$ cat src/rtl/pause_ctrl.sv
// Core pause controller: merges user toggle, OSD and external pause requests,
// optionally aligns soft pauses to vblank, and dims video after a long user pause.
module pause_ctrl #(
  parameter int          NUM_REQ     = 1,
  parameter int unsigned DIM_TIMEOUT = 32'h0ABA9500,
  parameter int          DIM_SHIFT   = 1,
  parameter int          R_W         = 3,
  parameter int          G_W         = 3,
  parameter int          B_W         = 2,
  parameter bit          SYNC_VBL    = 1'b1
) (
  input  logic                     clk_sys,
  input  logic                     reset,
  input  logic                     user_pause,
  input  logic                     osd_open,
  input  logic                     osd_pause_en,
  input  logic [NUM_REQ-1:0]       req,
  input  logic                     vblank,
  input  logic [R_W+G_W+B_W-1:0]   rgb_in,
  output logic [R_W+G_W+B_W-1:0]   rgb_out,
  output logic                     pause,
  output logic                     paused_user,
  output logic                     dim_active
);

  localparam int RGB_W = R_W + G_W + B_W;
  localparam int CNT_W = (DIM_TIMEOUT == 0) ? 1 : $clog2(64'(DIM_TIMEOUT) + 64'd1);
  localparam logic [CNT_W-1:0] CNT_MAX = CNT_W'(DIM_TIMEOUT);

  logic             user_q, user_d;
  logic             armed_q, armed_d;
  logic             vblank_q, vblank_d;
  logic             paused_user_q, paused_user_d;
  logic             soft_latched_q, soft_latched_d;
  logic             pause_q, pause_d;
  logic [CNT_W-1:0] cnt_q, cnt_d;
  logic             dim_active_q, dim_active_d;
  logic [RGB_W-1:0] rgb_out_q, rgb_out_d;

  logic             user_rise, vbl_rise, soft_req, hard_req;
  logic [R_W-1:0]   r_in;
  logic [G_W-1:0]   g_in;
  logic [B_W-1:0]   b_in;

  always_comb begin
    // armed_q blocks a button already held through reset from toggling on release
    user_rise      = user_pause & ~user_q & armed_q;
    user_d         = user_pause;
    armed_d        = armed_q | ~user_pause;
    paused_user_d  = paused_user_q ^ user_rise;

    vbl_rise       = vblank & ~vblank_q;
    vblank_d       = vblank;
    hard_req       = |req;
    soft_req       = paused_user_q | (osd_open & osd_pause_en);

    if (SYNC_VBL) soft_latched_d = soft_req & (soft_latched_q | vbl_rise);
    else          soft_latched_d = soft_req;
    pause_d        = hard_req | soft_latched_d;

    cnt_d = '0;
    if (paused_user_q) cnt_d = (cnt_q < CNT_MAX) ? cnt_q + CNT_W'(1) : cnt_q;
    dim_active_d   = (DIM_TIMEOUT != 0) && paused_user_d && (cnt_d == CNT_MAX);

    r_in = rgb_in[RGB_W-1 -: R_W];
    g_in = rgb_in[B_W +: G_W];
    b_in = rgb_in[B_W-1:0];
    if (dim_active_d) rgb_out_d = {r_in >> DIM_SHIFT, g_in >> DIM_SHIFT, b_in >> DIM_SHIFT};
    else              rgb_out_d = rgb_in;
  end

  always_ff @(posedge clk_sys) begin
    if (reset) begin
      user_q         <= 1'b0;
      armed_q        <= 1'b0;
      vblank_q       <= 1'b0;
      paused_user_q  <= 1'b0;
      soft_latched_q <= 1'b0;
      pause_q        <= 1'b0;
      cnt_q          <= '0;
      dim_active_q   <= 1'b0;
      rgb_out_q      <= '0;
    end else begin
      user_q         <= user_d;
      armed_q        <= armed_d;
      vblank_q       <= vblank_d;
      paused_user_q  <= paused_user_d;
      soft_latched_q <= soft_latched_d;
      pause_q        <= pause_d;
      cnt_q          <= cnt_d;
      dim_active_q   <= dim_active_d;
      rgb_out_q      <= rgb_out_d;
    end
  end

  assign rgb_out     = rgb_out_q;
  assign pause       = pause_q;
  assign paused_user = paused_user_q;
  assign dim_active  = dim_active_q;

endmodule

$ cat config.mk
export PLATFORM = sky130hd
export DESIGN_NAME = pause_ctrl
export DESIGN_NICKNAME = d
export VERILOG_FILES = /design/src/rtl/pause_ctrl.sv
export SDC_FILE = /design/constraint.sdc
export NUM_CORES = 1
export LEC_CHECK = 0
export CAP_MARGIN = 15
export CORE_MARGIN = 2
export CORE_UTILIZATION = 60
export CTS_BUF_LIST = sky130_fd_sc_hd__clkbuf_4 sky130_fd_sc_hd__clkbuf_8
export DETAILED_ROUTE_END_ITERATION = 8
export HOLD_SLACK_MARGIN = 0.06
export PLACE_DENSITY = 0.84
export SETUP_SLACK_MARGIN = 0.05
export SYNTH_ARGS = -nofsm -noshare
export SYNTH_HDL_FRONTEND = slang
export SYNTH_SLANG_ARGS = --single-unit
$ cat constraint.sdc
create_clock -name clk_sys -period 8.25 [get_ports clk_sys]
set_clock_uncertainty 0.15 [all_clocks]
set_input_delay 1.65 -clock clk_sys [delete_from_list [all_inputs] [get_ports clk_sys]]
set_output_delay 1.65 -clock clk_sys [all_outputs]
set_load 0.01 [all_outputs]
# Word level (Yosys, flattened, before mapping)
# Cells that the tools add are included.
# Widths: inputs -> output; s select.
[classes] bitwise=13 magnitude_cmp=1 n_mux=3 n_addsub=1 reduce_logical=2 n_eq_ne=1
[op_table] cell="$mux 28" n=2
[op_table] cell="$add 28x1->28 const B" n=1
[op_table] cell="$eq 28x28->1 const B" n=1
[op_table] cell="$lt 28x28->1 const B" n=1
[op_table] cell="$mux 7" n=1
[op_table] cell="$and 1x1->1" n=5
[op_table] cell="$or 1x1->1" n=4
[op_table] cell="$not 1->1" n=3
[op_table] cell="$reduce_or 2->1" n=1
[op_table] cell="$logic_and 1x1->1" n=1
[op_table] cell="$xor 1x1->1" n=1
[word_totals] regBits=43 out_inout_bits=11

# Longest topological paths before layout
[depth] word_depth=6 depth_mapped=10 mapped_depth_nobuf=9

# Worst setup path before layout
# No wires, ideal clock.
[synth_timing] path_type="register to register" start="reg cnt_q[24]" end="reg rgb_out_q[1], in the netlist rgb_out[1]" t_arrival_ns=3.023 period_less_slack_ns=3.288 path_buffers=2 path_slack_ns=4.962 path_stages_with_launch=10 path_cell_list="dfxtp_1 -> clkbuf_1 -> o31a_1 -> or3_1 -> buf_2 -> or3_1 -> a222oi_1 -> o2111ai_2 -> or4_4 -> and3_1"
[synth_via] elab_chain_len=6
[synth_lines] element="start: declaration" line_no="36" source="logic [CNT_W-1:0] cnt_q, cnt_d;"
[synth_lines] element="start signal: assignment" line_no="90" source="cnt_q <= cnt_d;"
[synth_lines] element="$add 28x1->28 / $lt 28x28->1 (equally long branches)" line_no="62" source="if (paused_user_q) cnt_d = (cnt_q < CNT_MAX) ? cnt_q + CNT_W'(1) : cnt_q;"
[synth_lines] element="$mux 28 * (2 in a row)" line_no="62"
[synth_lines] element="$eq 28x28->1 *" line_no="63" source="dim_active_d = (DIM_TIMEOUT != 0) && paused_user_d && (cnt_d == CNT_MAX);"
[synth_lines] element="$logic_and 1x1->1 *" line_no="63"
[synth_lines] element="$reduce_or 2->1 (no source line) *"
[synth_lines] element="end signal: assignment" line_no="92" source="rgb_out_q <= rgb_out_d;"
[synth_lines] element="end: declaration" line_no="38" source="logic [RGB_W-1:0] rgb_out_q, rgb_out_d;"
# Every way passes the cells marked *; elsewhere a longest branch is shown, timed or not.
# A chain may end at the register's enable or synchronous reset.

# Worst setup path in the final report
[layout_timing] start="reg cnt_q[0]" end="reg rgb_out_q[4], in the netlist rgb_out[4]"
# The elaborated chain is that of the path after synthesis.

==> results by group <==
Status
  • Status: finished clean

STA
  • Endpoints failing setup: 0
  • Fmax: between 200 and 250 MHz
  • Post-route setup TNS: 0 ps
  • Worst Tran Pin Value: 974 ps
  • Crit path time final: approximately 4000 ps
  • Worst slew margin: 34.9%
  • Slew Limit Fails: 0
  • Final period utilization: approximately half
  • Final hold viol count: 0
  • RSZ-0062 raised after global routing: false

Power and ir drop
  • Pwr Density: about 130 nW/µm²
  • Leakage: around 0.83 nW
  • Overall power: approximately 0.37 mW
  • Worst VDD drop: between 0.1 and 0.15 mV

Die
  • I/O pin total: 26
  • Die H: slightly below 70 µm
  • Die ar.: approximately 4600 µm²
  • Row cnt: 23
  • Total core area: 3940 µm²
  • Die W: a little under 70 µm
  • Starting density of the core: between 60% and 70%

Cells and area
  • # diodes: 0
  • Final nets: around 340
  • Area Growth Syn to Fin: 14.0%
  • Share of layout cells above drive strength 1: between 6 and 7%

Drt
  • Detailed Routing Iterations Pass 1: 5
  • DRT antenna net count: 0
  • Starting DRC count in detailed routing: roughly 290
  • DR vias/cell: 6.41
  • WL per Instance: between 15 and 20 µm
  • Routed Wire Length: roughly 6.1 mm
  • Drt drc: 0
  • Via Count: around 2,400

Synthesis
  • Post-synth top area cell: dfxtp_1
  • XOR/XNOR Fraction of Synth Area: under 10%
  • Post-synthesis async set-or-reset flop share: 0%
  • Compound-cell area share of the yosys netlist: roughly 18%
  • Mean Syn Cell Area: 8.00 µm²
  • Multiplexer share of the synthesized area: under 10%
  • Top FF cell, synth: dfxtp_1
  • Cell count after synthesis: approximately 300
  • Most frequent cell after synthesis: dfxtp_1
  • Main combinational cell family by area after synthesis: simple AND/OR/NAND/NOR gates
  • Simple-gate area share of the yosys netlist: between 30% and 40%
  • Unique cell type count in the Yosys netlist: 60
  • Adder-cell share of the synthesized area: less than 1%
  • Post-Syn Nets: approximately 320
  • Sequential-to-total area share from yosys stat: a little over a third
  • Area contributors post-synth: dfxtp_1 (36%), nor2_1 (6.3%), xnor2_1 (5.1%)
  • YS warnings: 0
  • Mapped cell area: 2420 µm²
  • List of most frequent post-synthesis cells: dfxtp_1 (43), nor2_1 (41), nand2_1 (27)
  • Top cell type's share of synthesized area: between 30% and 40%
  • Number of enable flip-flop cells after synthesis: 0
  • Synthesis-stage register bit count: 43

Critical path
  • Reg2reg setup slack: 4230 ps
  • CP max FO: 11
  • Reg-to-Reg End: rgb_out[4]$_SDFF_PP0_
  • Cells along the critical path: ha_1, nand3_1, or2_1, nand2b_1, or3_1, a222oi_1, o2111ai_2, or4_4, and3_1
  • CP Data Arrival Time: just over 4000 ps
  • Critical-path top delay cell: or4_4
  • Max stage delay on crit path: 620 ps
  • Register-to-Register Path Depth: 9
  • CP startpoint kind: flip-flop
  • Family with the most delay on the worst path: simple AND/OR/NAND/NOR gates
  • Worst endpoint required time: ~8300 ps
  • Crit end category: flip-flop
  • Worst Path Buf+Inv: 0
  • Worst Setup Path Type: flip-flop to flip-flop
  • Reg-to-Reg Start: cnt_q[0]$_SDFF_PP0_

Clock network
  • CTS tree: built
  • Clk_lat worst skew: around 300 ps
  • Clock buffer depth: 2
  • Sink Count: 43
  • Number of setup buffers added after CTS: 0
  • H-tree depth: 2
  • Clk root buf: clkbuf_8
  • Clk pin slew, worst setup/hold paths: ~90 ps
  • PostCTS Resize Cnt: 0
  • Num CTS Buffers: 5
  • Cts hold-fix bufs: 0

Worst hold path
  • Hold Path Depth: 2
  • Hold Path End: armed_q$_SDFF_PP0_
  • Hold path start: armed_q$_SDFF_PP0_
  • Type of the tightest min-delay check: flip-flop to flip-flop

Place
  • GP Congestion: between 0.9 and 1
  • Hpwl dp: 4.47 mm
  • Number of port buffers: 25

Global route
  • Vias in the first global route: slightly above 2,000
  • First-pass GRT wire length: around 9.6 mm
  • Largest net degree at the start of global routing: 29
  • Total GRT Usage: about 28%
  • GRT overflow: 0
  • Antenna violations before repair: 0

Job
  • Max Cap Viol: 0
[cells in the final DEF, fill, tap and decap left out, types with 4 or more instances in the layout]
cell / instances
nor2_1: 41
a31oi_1: 4
xnor2_1: 14
dfxtp_1: 43
o31ai_1: 6
nor3_1: 9
a21oi_1: 15
inv_1: 6
and3_1: 4
nor4_1: 9
nand2b_1: 4
o21ai_0: 5
nor2b_1: 6
clkbuf_8: 5
xor2_1: 9
nand3_1: 13
nand2_1: 27
clkdlybuf4s50_1: 25
or3_1: 5
nand4_1: 14
[registers in the layout, indices dropped and copies added, names as in the netlist]
name / flops
soft_latched_q: 1
pause: 1
rgb_out: 8
armed_q: 1
vblank_q: 1
paused_user: 1
cnt_q: 28
dim_active: 1
user_q: 1
[worst max path at each step]
stage,start,endpoint,slack (ps),cells after the start
floorplan,cnt_q[24]$_SDFF_PP0_,rgb_out[1]$_SDFF_PP0_,4960,9
global placement,user_pause,rgb_out[7]$_SDFF_PP0_,4420,8
detailed placement,cnt_q[0]$_SDFF_PP0_,rgb_out[1]$_SDFF_PP0_,4360,9
CTS,cnt_q[0]$_SDFF_PP0_,rgb_out[1]$_SDFF_PP0_,4360,9
global route,cnt_q[0]$_SDFF_PP0_,rgb_out[1]$_SDFF_PP0_,4130,9
finish,cnt_q[0]$_SDFF_PP0_,rgb_out[4]$_SDFF_PP0_,4230,9
[area by class of cell]
type / instances / area (µm²)
Clock buffer: 5 / 68.8
Clock inverter: 3 / 20.0
Fill cell: 307 / 1180
Inverter: 6 / 22.5
Multi-Input combinational cell: 237 / 1470
Sequential cell: 43 / 861
Tap cell: 50 / 62.6
Timing Repair Buffer: 26 / 258
[metrics by stage]
stage / area, µm² / worst slack [ps] / utilization [%] / hold WS (ps) / instances
2_1_floorplan: 2420 / 4960 / - / 280 / 303
3_3_place_gp: 2680 / 4420 / 67.9 / 293 / 362
3_5_place_dp: 2680 / 4360 / 67.9 / 309 / 362
4_1_cts: 2760 / 4360 / 70.1 / 331 / 370
5_1_grt: 2760 / 4130 / 70.1 / 366 / 370
6_report: 2760 / 4230 / 70.1 / 329 / 370
[power by group]
| part | switching, mW | internal (mW) | leakage [nW] | total [mW] |
|---|---|---|---|---|
| clock network | 0.0751 | 0.0589 | 0.0402 | 0.134 |
| logic | 0.00962 | 0.0137 | 0.439 | 0.0233 |
| registers | 0.00228 | 0.211 | 0.350 | 0.214 |
[worst register-to-register path, cell delays in order (launching register included)]
cell and delay (ps):
dfxtp_1 440, ha_1 250, nand3_1 310, or2_1 420, nand2b_1 250, or3_1 380
a222oi_1 570, o2111ai_2 320, or4_4 620, and3_1 200
[per-layer routing]
metal | routed length [µm] | GRT usage (%)
met1 | 2670 | 39.2
met2 | 2760 | 40.8
met3 | 527 | 5.67
met4 | 189 | 14.3
met5 | 0 | 0
[cell families (layout without fill, tap and decap cells)]
kind of cell               count (synthesis)  count (layout)
AOI/OAI and AO/OA                         59              59
DFF                                       43              43
xor gates and xnor gates                  23              23
muxes                                      3               3
buffers and inverters                     23              40
and+or+nand+nor                          151             151
adders and majority gates                  1               1
Power figures use the tool's default switching activity.
